### config.mk
export PLATFORM = sky130hd
export DESIGN_NAME = sort_datapath
export DESIGN_NICKNAME = d
export VERILOG_FILES = /design/src/rtl/sort_datapath.sv
export SDC_FILE = /design/constraint.sdc
export NUM_CORES = 1
export LEC_CHECK = 0
export ABC_AREA = 1
export CORE_MARGIN = 10
export CORE_UTILIZATION = 55
export DETAILED_ROUTE_END_ITERATION = 6
export PLACE_DENSITY = 0.78
export SLEW_MARGIN = 5
export SYNTH_ARGS = -nofsm -noshare
export SYNTH_HDL_FRONTEND = slang
export SYNTH_SLANG_ARGS = --single-unit
### constraint.sdc
create_clock -name clk -period 2.95 [get_ports clk]
set_input_delay 0.59 -clock clk [delete_from_list [all_inputs] [get_ports clk]]
set_output_delay 0.59 -clock clk [all_outputs]
set_load 0.01 [all_outputs]
### src/rtl/sort_datapath.sv
// sort_datapath: index counters, compare registers and a K-entry memory for an in-place sorter,
// with a host port that owns the memory whenever host_sel is high.
module sort_datapath #(
  parameter int K  = 8,
  parameter int W  = 8,
  parameter int AW = 3
) (
  input  logic          clk,
  input  logic          rst,
  input  logic          Li,
  input  logic          Ei,
  input  logic          Lj,
  input  logic          Ej,
  input  logic          EA,
  input  logic          EB,
  input  logic          Wr,
  input  logic          Bout,
  input  logic          Csel,
  output logic          AgtB,
  output logic          zi,
  output logic          zj,
  input  logic          host_sel,
  input  logic          host_we,
  input  logic [AW-1:0] host_addr,
  input  logic [W-1:0]  host_wdata,
  output logic [W-1:0]  host_rdata
);
  logic [AW-1:0] i, j, addr;
  logic [W-1:0]  a, b, rd, wd;
  logic [W-1:0]  mem [K];
  logic          host_ok;
  function automatic logic [AW-1:0] inc(input logic [AW-1:0] v);
    return (v == AW'(K-1)) ? '0 : v + AW'(1);
  endfunction
  assign addr    = Csel ? j : i;
  assign rd      = mem[addr];
  assign wd      = Bout ? b : a;
  assign host_ok = {1'b0, host_addr} < (AW+1)'(K);
  assign AgtB    = a > b;
  assign zi      = i == AW'(K-2);
  assign zj      = j == AW'(K-1);
  // Host access takes priority over the controller write; reads see pre-edge contents.
  always_ff @(posedge clk or posedge rst) begin
    if (rst) begin
      i          <= '0;
      j          <= '0;
      a          <= '0;
      b          <= '0;
      host_rdata <= '0;
      for (int n = 0; n < K; n++) mem[n] <= '0;
    end else begin
      i <= Li ? '0 : Ei ? inc(i) : i;
      j <= Lj ? inc(i) : Ej ? inc(j) : j;
      if (EA) a <= rd;
      if (EB) b <= rd;
      if (host_sel) host_rdata <= host_ok ? mem[host_addr] : '0;
      if (host_sel && host_we && host_ok) mem[host_addr] <= host_wdata;
      else if (!host_sel && Wr) mem[addr] <= wd;
    end
  end
endmodule

==> results.py, run 1 <==
metrics = {
    "final_layout": {
        "area_growth_pct": 13.3,
        "fin_nets": 981,
        "instances_no_fill": 1089,
        "layout_common_cells": "nand2_1 (480), dfrtp_1 (94), o22ai_1 (70)",
        "mostFrequentLayoutCell": "nand2_1",
        "antenna_cells": 0,
        "drive_gt1_share_pct": 9.30,
        "post-route-cell-area_um2": 7130,
    },
    "placement": {
        "dp_cells": 1076,
        "gp_congestion": 0.974,
        "dp_hpwl_um": 13800,
        "portBuffers": 34,
        "placed_area_um2": 6840,
    },
    "yosys": {
        "synth_cells": 904,
        "synthArstFlopShare_pct": 100,
        "synth-seq-area-share_pct": 37.4,
        "syn-num-nets": 941,
        "netlist_area_um2": 6300,
        "synth_edf_count": 0,
        "ys_seq_elements": 94,
        "ys.flop_type": "dfrtp_1",
        "syn_area_per_cell_um2": 6.97,
        "synth.distinct_cells": 39,
        "ys_warn_count": 0,
    },
    "setup_path": {
        "worst-path-buf-inv": 1,
        "path_cells": "ha_1 -> nand2_1 -> o21ai_0 -> nand4_1 -> a21oi_1 -> clkdlybuf4s50_1",
        "critPathLaunch": "a[3]",
        "endpoint_kind": "output pin",
        "cp.depth": 6,
        "cp_max_fo": 3,
        "timing.rr.start": "i[2]",
        "rrSetupSlack_ns": 1.19,
        "cp-start-kind": "flop",
        "setup.worst_path.end": "AgtB",
        "crit_arrival_ns": 2.09,
        "cpPeakStageDelay_ns": 0.56,
        "ff2ff_path_depth": 8,
        "cp_slowest_cell": "clkdlybuf4s50_1",
        "crit_family": "buffers and inverters",
        "crit_required_ns": 2.36,
        "crit_type": "reg2out",
        "rr_endpoint": "mem[63]",
    },
    "grt": {
        "grt_max_degree": 95,
        "grt_first_pass_wirelength_um": 31900,
        "grt_pass1_vias": 6029,
        "grt_overflow": 0,
        "grt_antenna_before_repair": 0,
        "grt_use_total_pct": 24.3,
    },
    "min_path": {
        "hold_path_class": "reg2reg",
    },
    "timing": {
        "fmax_mhz": 373,
        "hold_viol": 0,
        "finalMaxSlewViolations": 0,
        "slew_headroom_pct": 64.7,
        "period_needed_ns": 2.68,
        "timing.final.crit_share_pct": 90.9,
        "finalSetupViolCount": 0,
        "rsz0062_at_grt": "false",
        "skew_ns": 0.00739,
        "tightest_slew_ns": 0.528,
        "tns_ns": 0,
    },
    "run_status": {
        "status": "complete, no violations",
    },
    "floorplanning": {
        "row_count": 39,
        "die_area_um2": 16100,
        "start_util_pct": 55.6,
        "fp.coreArea_um2": 11300,
        "die_w_um": 127,
        "fp.dieH_um": 127,
        "io_pins": 35,
    },
    "route": {
        "dr.pass1.iters": 6,
        "wl_per_cell_um": 17.9,
        "drtAntennaViolNets": 0,
        "wl_met2_um": 8060,
        "top_layer": "met4",
        "route.met3.wl_um": 2290,
        "drt-total-wl_um": 19500,
        "num_vias": 6326,
        "drc": 0,
        "drtIter0Drc": 877,
        "vias_per_cell": 5.81,
        "met1Wirelength_um": 8210,
    },
    "clocking": {
        "cts_root_buffer": "clkbuf_16",
        "clock_path_buffers": 2,
        "htree_levels": 3,
        "clkSlewWorstSetupHoldPaths_ns": 0.07,
        "numCtsBuffers": 9,
        "post_cts_buffers": 0,
        "cts_tree": "built",
        "cts_hold_buf": 0,
        "post_cts_resized": 0,
        "insertion_delay_ns": 0.35,
        "numClockSinks": 94,
    },
    "pwr": {
        "power_density_nw_per_um2": 512,
        "leakage_nw": 3.63,
        "peakVddDrop_v": 0.000387,
    },
    "run": {
        "max_cap_violations": 0,
    },
}
## metrics by stage
stage	util [%]	power, mW	hold WS, ns	setup WS [ns]
after floorplan	-	2.12	0.449	1.20
after global placement	60.4	2.42	0.461	0.316
after detailed placement	60.4	2.43	0.464	0.266
after CTS	63.0	3.64	0.481	0.227
after global routing	63.0	3.81	0.504	0.137
final	63.0	3.65	0.476	0.268
## routing by layer
layer  vias to the layer above  track usage (%)
met4                         0             13.5
met5                         -                0
met3                        61             5.09
met1                      2830             33.5
met2                       403             34.9
li1                       3032                -
## cells by family after synthesis
group | Yosys count | share of synthesized area (%)
buf+inv | 78 | 6.08
fa+ha+maj | 13 | 2.58
flops | 94 | 37.4
compound gates | 144 | 15.6
simple gates | 575 | 38.4
## synthesized netlist by cell type, types with 2 or more instances
cell type,number,area share [%]
nand2_1,480,29
dfrtp_1,94,37
o22ai_1,70,7.0
nand3_1,48,3.8
inv_1,39,2.3
a21oi_1,26,2.1
o21ai_0,18,1.4
nor2_1,17,1.0
ha_1,13,2.6
nand2_4,12,2.1
buf_2,10,0.79
o211ai_1,9,1.1
clkbuf_1,8,0.48
nand2_2,7,0.70
a21oi_4,6,1.5
buf_4,5,0.60
inv_2,5,0.30
o21ai_4,5,1.3
buf_6,4,0.72
inv_4,3,0.30
nor2_4,3,0.54
a21o_2,2,0.28
a21oi_2,2,0.28
nor3_4,2,0.52
o21a_1,2,0.24
## area by class of cell
class,instances,area [um^2]
Fill cell,1036,4190
Timing Repair Buffer,58,546
Inverter,49,200
Clock buffer,11,233
Multi-Input combinational cell,732,3560
Clock inverter,2,60.1
Sequential cell,94,2350
Tap cell,143,179
## worst min path at each step
stage             startpoint       endpoint  cells after the start
4_1_cts        host_rdata[0]  host_rdata[0]                      2
3_3_place_gp   host_rdata[3]  host_rdata[3]                      2
2_1_floorplan           a[0]           a[0]                      2
5_1_grt                 b[3]           b[3]                      2
6_report       host_rdata[0]  host_rdata[0]                      2
3_5_place_dp   host_rdata[0]  host_rdata[0]                      2
## worst min-delay path: cells and delay by family (launching register included)
kind,cells,cell delay (ns)
flops,1,0.34
simple gates,2,0.10
## where the power goes
group	internal [mW]	switching (mW)	total (mW)	leakage (nW)
clock	0.730	0.490	1.22	0.142
sequential	1.40	0.116	1.52	1.29
combinational	0.327	0.589	0.916	2.20
## sequential cells by signal (all words and copies together) (netlist names)
register	count
b	8
mem	64
i	3
j	3
host_rdata	8
a	8
(Power assumes the default switching activity.)
==> inputs of run 2 (changes only) <==
ABC_AREA = not set   (was 1)
ABC_CLOCK_PERIOD_IN_PS = 2950   (was not set)
CORE_UTILIZATION = 54   (was 55)
PLACE_DENSITY = 0.77   (was 0.78)
==> run 2 against run 1 <==
Highest routed layer unchanged. Sequential power is 24% higher. Critical endpoint is now b[7]. Setup slack improved by 0.080 ns. Count of clock-buffer cells in the layout rose by 1. Largest cell class unchanged. Synthesized cell count down 39%. Critical path type is now in2reg. Total power rose by 14%.
==> results.py, run 2 <==
metrics = {
    "route": {
        "drtAntennaViolNets": 0,
        "drtIter0Drc": 528,
        "drt-total-wl_um": 18900,
        "dr.pass1.iters": 5,
        "met1Wirelength_um": 7550,
        "route.met3.wl_um": 2030,
        "wl_per_cell_um": 25.6,
        "top_layer": "met4",
        "wl_met2_um": 8770,
        "num_vias": 5105,
        "drc": 0,
        "vias_per_cell": 6.91,
    },
    "setup_path": {
        "setup.worst_path.end": "b[7]",
        "crit_arrival_ns": 2.84,
        "critPathLaunch": "Csel",
        "crit_required_ns": 3.19,
        "crit_type": "in2reg",
        "ff2ff_path_depth": 5,
        "endpoint_kind": "flop",
        "cp_max_fo": 9,
        "cp-start-kind": "input port",
        "cp_slowest_cell": "mux4_2",
        "rr_endpoint": "b[7]",
        "path_cells": "clkdlybuf4s50_1 -> buf_12 -> mux2i_4 -> buf_4 -> mux4_2 -> mux2i_1 -> a21oi_1",
        "worst-path-buf-inv": 3,
        "timing.rr.start": "i[0]",
        "cpPeakStageDelay_ns": 0.53,
        "rrSetupSlack_ns": 0.77,
        "cp.depth": 7,
        "crit_family": "multiplexers",
    },
    "pwr": {
        "power_density_nw_per_um2": 632,
        "peakVddDrop_v": 0.000403,
        "leakage_nw": 2.79,
        "total_power_mw": 4.17,
    },
    "placement": {
        "portBuffers": 34,
        "gp_congestion": 0.967,
        "dp_cells": 725,
        "place_ws_ns": 0.00756,
        "dp_hpwl_um": 13500,
    },
    "grt": {
        "grt_overflow": 0,
        "grt_use_total_pct": 25.5,
        "grt_first_pass_wirelength_um": 29400,
        "grt_pass1_vias": 5183,
        "grt_antenna_before_repair": 0,
        "grt_max_degree": 29,
    },
    "timing": {
        "tightest_slew_ns": 0.686,
        "timing.final.crit_share_pct": 88.2,
        "tns_ns": 0,
        "slew_headroom_pct": 54.1,
        "finalSetupViolCount": 0,
        "hold_viol": 0,
        "finalMaxSlewViolations": 0,
        "skew_ns": 0.00986,
        "setup_ws_ns": 0.348,
        "fmax_mhz": 384,
        "rsz0062_at_grt": "false",
        "period_needed_ns": 2.60,
    },
    "final_layout": {
        "seqCellArea_um2": 2350,
        "multi_input_area_um2": 3160,
        "antenna_cells": 0,
        "largest_reg_flops": 64,
        "area_growth_pct": 14.7,
        "n_fill_cell": 891,
        "instances_no_fill": 739,
        "final_core_util_pct": 63.7,
        "drive_gt1_share_pct": 19.7,
        "top_register": "mem",
        "layout_common_cells": "dfrtp_1 (94), nand2_1 (57), nor2_1 (42)",
        "mostFrequentLayoutCell": "dfrtp_1",
        "fin_nets": 637,
    },
    "yosys": {
        "syn-num-nets": 586,
        "synthTopCellsByCount": "dfrtp_1 (94), nand2_1 (57), nor2_1 (42)",
        "synth_top_area_share_pct": 40.9,
        "synth-seq-area-share_pct": 40.9,
        "syn_area_per_cell_um2": 10.5,
        "synth_cells": 549,
        "synth_most_common_cell": "dfrtp_1",
        "synthTopCellsByArea": "dfrtp_1 (41%), mux2_2 (6.5%), mux4_2 (5.1%)",
        "ys_warn_count": 0,
        "yosysTopAreaCell": "dfrtp_1",
        "ys_seq_elements": 94,
        "netlist_area_um2": 5760,
        "synthArstFlopShare_pct": 100,
        "synth.distinct_cells": 50,
        "ys.flop_type": "dfrtp_1",
        "synth_edf_count": 0,
    },
    "clocking": {
        "insertion_delay_ns": 0.38,
        "cts_root_buffer": "clkbuf_8",
        "clock_path_buffers": 2,
        "cts_tree": "built",
        "numCtsBuffers": 9,
        "htree_levels": 3,
        "post_cts_buffers": 0,
        "clkSlewWorstSetupHoldPaths_ns": 0.09,
        "numClockSinks": 94,
    },
    "floorplanning": {
        "die_w_um": 123,
        "fp.dieH_um": 123,
        "io_pins": 35,
        "die_area_um2": 15200,
        "start_util_pct": 55.5,
        "row_count": 37,
        "fp.coreArea_um2": 10400,
    },
    "min_path": {
        "hold_path_class": "reg2reg",
    },
    "run_status": {
        "status": "complete, no violations",
    },
    "run": {
        "max_cap_violations": 0,
    },
}
-- run 2: cell count changes after synthesis, sizes merged, moves of 23 or more --
| cell | delta |
|---|---|
| nor2 | +23 |
| o221ai | +31 |
| nand3 | -44 |
| inv | -34 |
| o22ai | -50 |
| mux2 | +34 |
| o21a | +32 |
| mux2i | +31 |
| nand2 | -440 |
-- run 2: metrics by stage --
stage | hold WS (ns) | area [um^2]
finish | 0.524 | 6600
global route | 0.556 | 6600
CTS | 0.519 | 6600
detailed placement | 0.504 | 6440
global placement | 0.499 | 6440
floorplan | 0.461 | 5760
-- run 2: how the worst min path moves through the flow --
stage	startpoint	endpoint	slack, ns	cells past startpoint
detailed placement	mem[1]	mem[1]	0.50	2
finish	mem[1]	mem[1]	0.52	2
global route	mem[30]	mem[30]	0.56	1
CTS	mem[1]	mem[1]	0.52	2
global placement	mem[1]	mem[1]	0.50	2
floorplan	mem[7]	mem[7]	0.46	2
-- run 2: cell type report --
cell class                      instances  share of cell area (%)
Inverter                               14                   0.853
Timing Repair Buffer                   75                    10.8
Multi-Input combinational cell        406                    47.8
Clock inverter                          2                   0.152
Sequential cell                        94                    35.6
Tap cell                              136                    2.58
Clock buffer                           12                    2.20
-- run 2: report_power, final --
part,internal (mW),switching (mW),leakage [nW]
sequential,1.59,0.290,1.17
clock,0.319,0.465,0.0821
combinational,0.713,0.793,1.53
total,2.62,1.55,2.79
-- run 2: metal layers --
layer | global-route usage (%) | vias to the layer above
met4 | 9.17 | 0
met2 | 40.3 | 346
met1 | 33.4 | 2521
met3 | 6.15 | 57
met5 | 0 | -
li1 | - | 2181
-- run 2: cells by family after synthesis --
kind of cell | Yosys count | synth area share, %
compound gates | 187 | 24.4
simple gates | 128 | 9.78
flops | 94 | 40.9
mux | 78 | 17.8
buf+inv | 49 | 4.32
fa+ha+maj | 13 | 2.83
-- run 2: worst min-delay path: stages (launching register included) --
cell     delay (ns)
dfrtp_1        0.37
nand2_1        0.06
o21ai_0        0.06
-- run 2: timing repair --
item	in CTS	in global routing
setup endpoints to repair	0	1
gates resized for setup	0	1
hold endpoints to repair	0	0
hold buffers	0	0
==> variant: new RTL, flow settings as in run 2 <==
The parameter `AW` goes from 3 to 4.
--- a/src/rtl/sort_datapath.sv
+++ b/src/rtl/sort_datapath.sv
@@ -5,3 +5,3 @@
   parameter int W  = 8,
-  parameter int AW = 3
+  parameter int AW = 4
 ) (
Interface: changed (resized host_addr); port bits go from 35 to 36. No check against the original RTL was run, so the function may have changed too.
==> variant against run 2 <==
Non-clock buffer count decreased by 12; sequential cell count increased by 2; routed wire length decreased by 16%; cell area increased by 0.80%; setup slack got worse by 0.23 ns; power decreased by 18%; area after synthesis increased by 0.50%; clock skew decreased by 0.0010 ns; maximum frequency decreased by 8.1%; worst hold slack improved by 0.0086 ns; via count decreased by 8.1%; synthesized cell count decreased by 4.2%; register-to-register slack got worse by 0.04 ns.
==> variant: results (changes against run 2) <==
grt_pass1_wl_mm: 25.0  # -15%
final_layout_size_suffix_gt1_share_pct: 23.9  # +4.2 points
placed_area_sq_um: 6400  # -0.68%
syn_nets: 562  # -4.1%
drt-initial-drc-count: 434  # -18%
synthTopCellsByArea: "dfrtp_1 (42%), mux2_2 (12%), o22ai_1 (8.7%), mux2i_1 (7.1%), mux4_2 (6.2%)"
timing.critical_path.to: "AgtB"
fin_worst_skew_ns: 0.00884  # -0.00101 ns
use_met2_pct: 35.5  # -4.8 points
cp_max_fo: 3  # -6
finalWeightedCongestion: 0.931  # -3.8%
grt_max_degree: 97  # +230%
grtUsageMet3_pct: 2.83  # -3.3 points
path_delay_family: "compound AO/OA/AOI/OAI gates"
grt_pass1_vias: 4651  # -10%
ys_seq_area_share_pct: 41.5  # +0.66 points
slew_headroom_pct: 46.8  # -7.3 points
viasPerCell: 6.58  # -4.7%
slowest_delay_ns: 0.49  # -0.04 ns
critPathSlowestCell: "clkdlybuf4s50_1"
synth.top_cells.by_count: "dfrtp_1 (96), o22ai_1 (80), mux2_2 (64)"
vdd_drop_max_uv: 290  # -28%
cp.arrival_ns: 2.24  # -0.60 ns
dp_hpwl_mm: 11.3  # -17%
fin_nets: 608  # -4.6%
grtUsageMet1_pct: 26.6  # -6.7 points
wl_met3_mm: 1.02  # -50%
status: "finished clean"
## variant: cell count changes after synthesis, moves of 19 or more
| cell | run 2 | this run |
|---|---|---|
| o21a_1 | 34 | 5 |
| o21ai_0 | 27 | 8 |
| o221ai_1 | 32 | 0 |
| o22ai_1 | 18 | 80 |
| nand2_1 | 57 | 33 |
| mux2_2 | 33 | 64 |
## variant: cell type report
type | count | area (sq um)
multi-input cells | 380 | 3160
inverters | 22 | 86.3
clock inverters | 5 | 103
repair buffers | 63 | 586
flip-flops and latches | 96 | 2400
well taps | 136 | 170
fillers | 814 | 3710
clock buffers | 11 | 151
## variant: per-stage QoR
stage,utilization (%),setup WS [ns],instances
finish,64.2,0.119,713
global route,64.2,0.0528,713
CTS,64.2,0.0959,713
detailed placement,61.7,0.0545,697
global placement,61.7,0.101,697
floorplan,-,0.751,526
## variant: worst min-delay path by stage
stage	from	endpoint	slack (ns)
detailed placement	mem[11]$_DFFE_PP0P_	mem[11]$_DFFE_PP0P_	0.52
CTS	host_rdata[1]$_DFFE_PP0P_	host_rdata[1]$_DFFE_PP0P_	0.53
global placement	mem[11]$_DFFE_PP0P_	mem[11]$_DFFE_PP0P_	0.51
global route	mem[28]$_DFFE_PP0P_	mem[28]$_DFFE_PP0P_	0.55
finish	host_rdata[1]$_DFFE_PP0P_	host_rdata[1]$_DFFE_PP0P_	0.53
floorplan	mem[40]$_DFFE_PP0P_	mem[40]$_DFFE_PP0P_	0.49
## variant: cells by family after synthesis
group	synth area share, %
AOI/OAI and AO/OA	16.7
xor gates and xnor gates	0.454
adders and majority gates	2.38
buffers and inverters	4.07
DFF	41.5
muxes	26.0
and+or+nand+nor	8.84
## variant: report_power, final
part           internal (W)  total (W)  switching, W
clock              0.000608    0.00108      0.000476
sequential          0.00144    0.00155      0.000116
combinational      0.000384   0.000803      0.000420
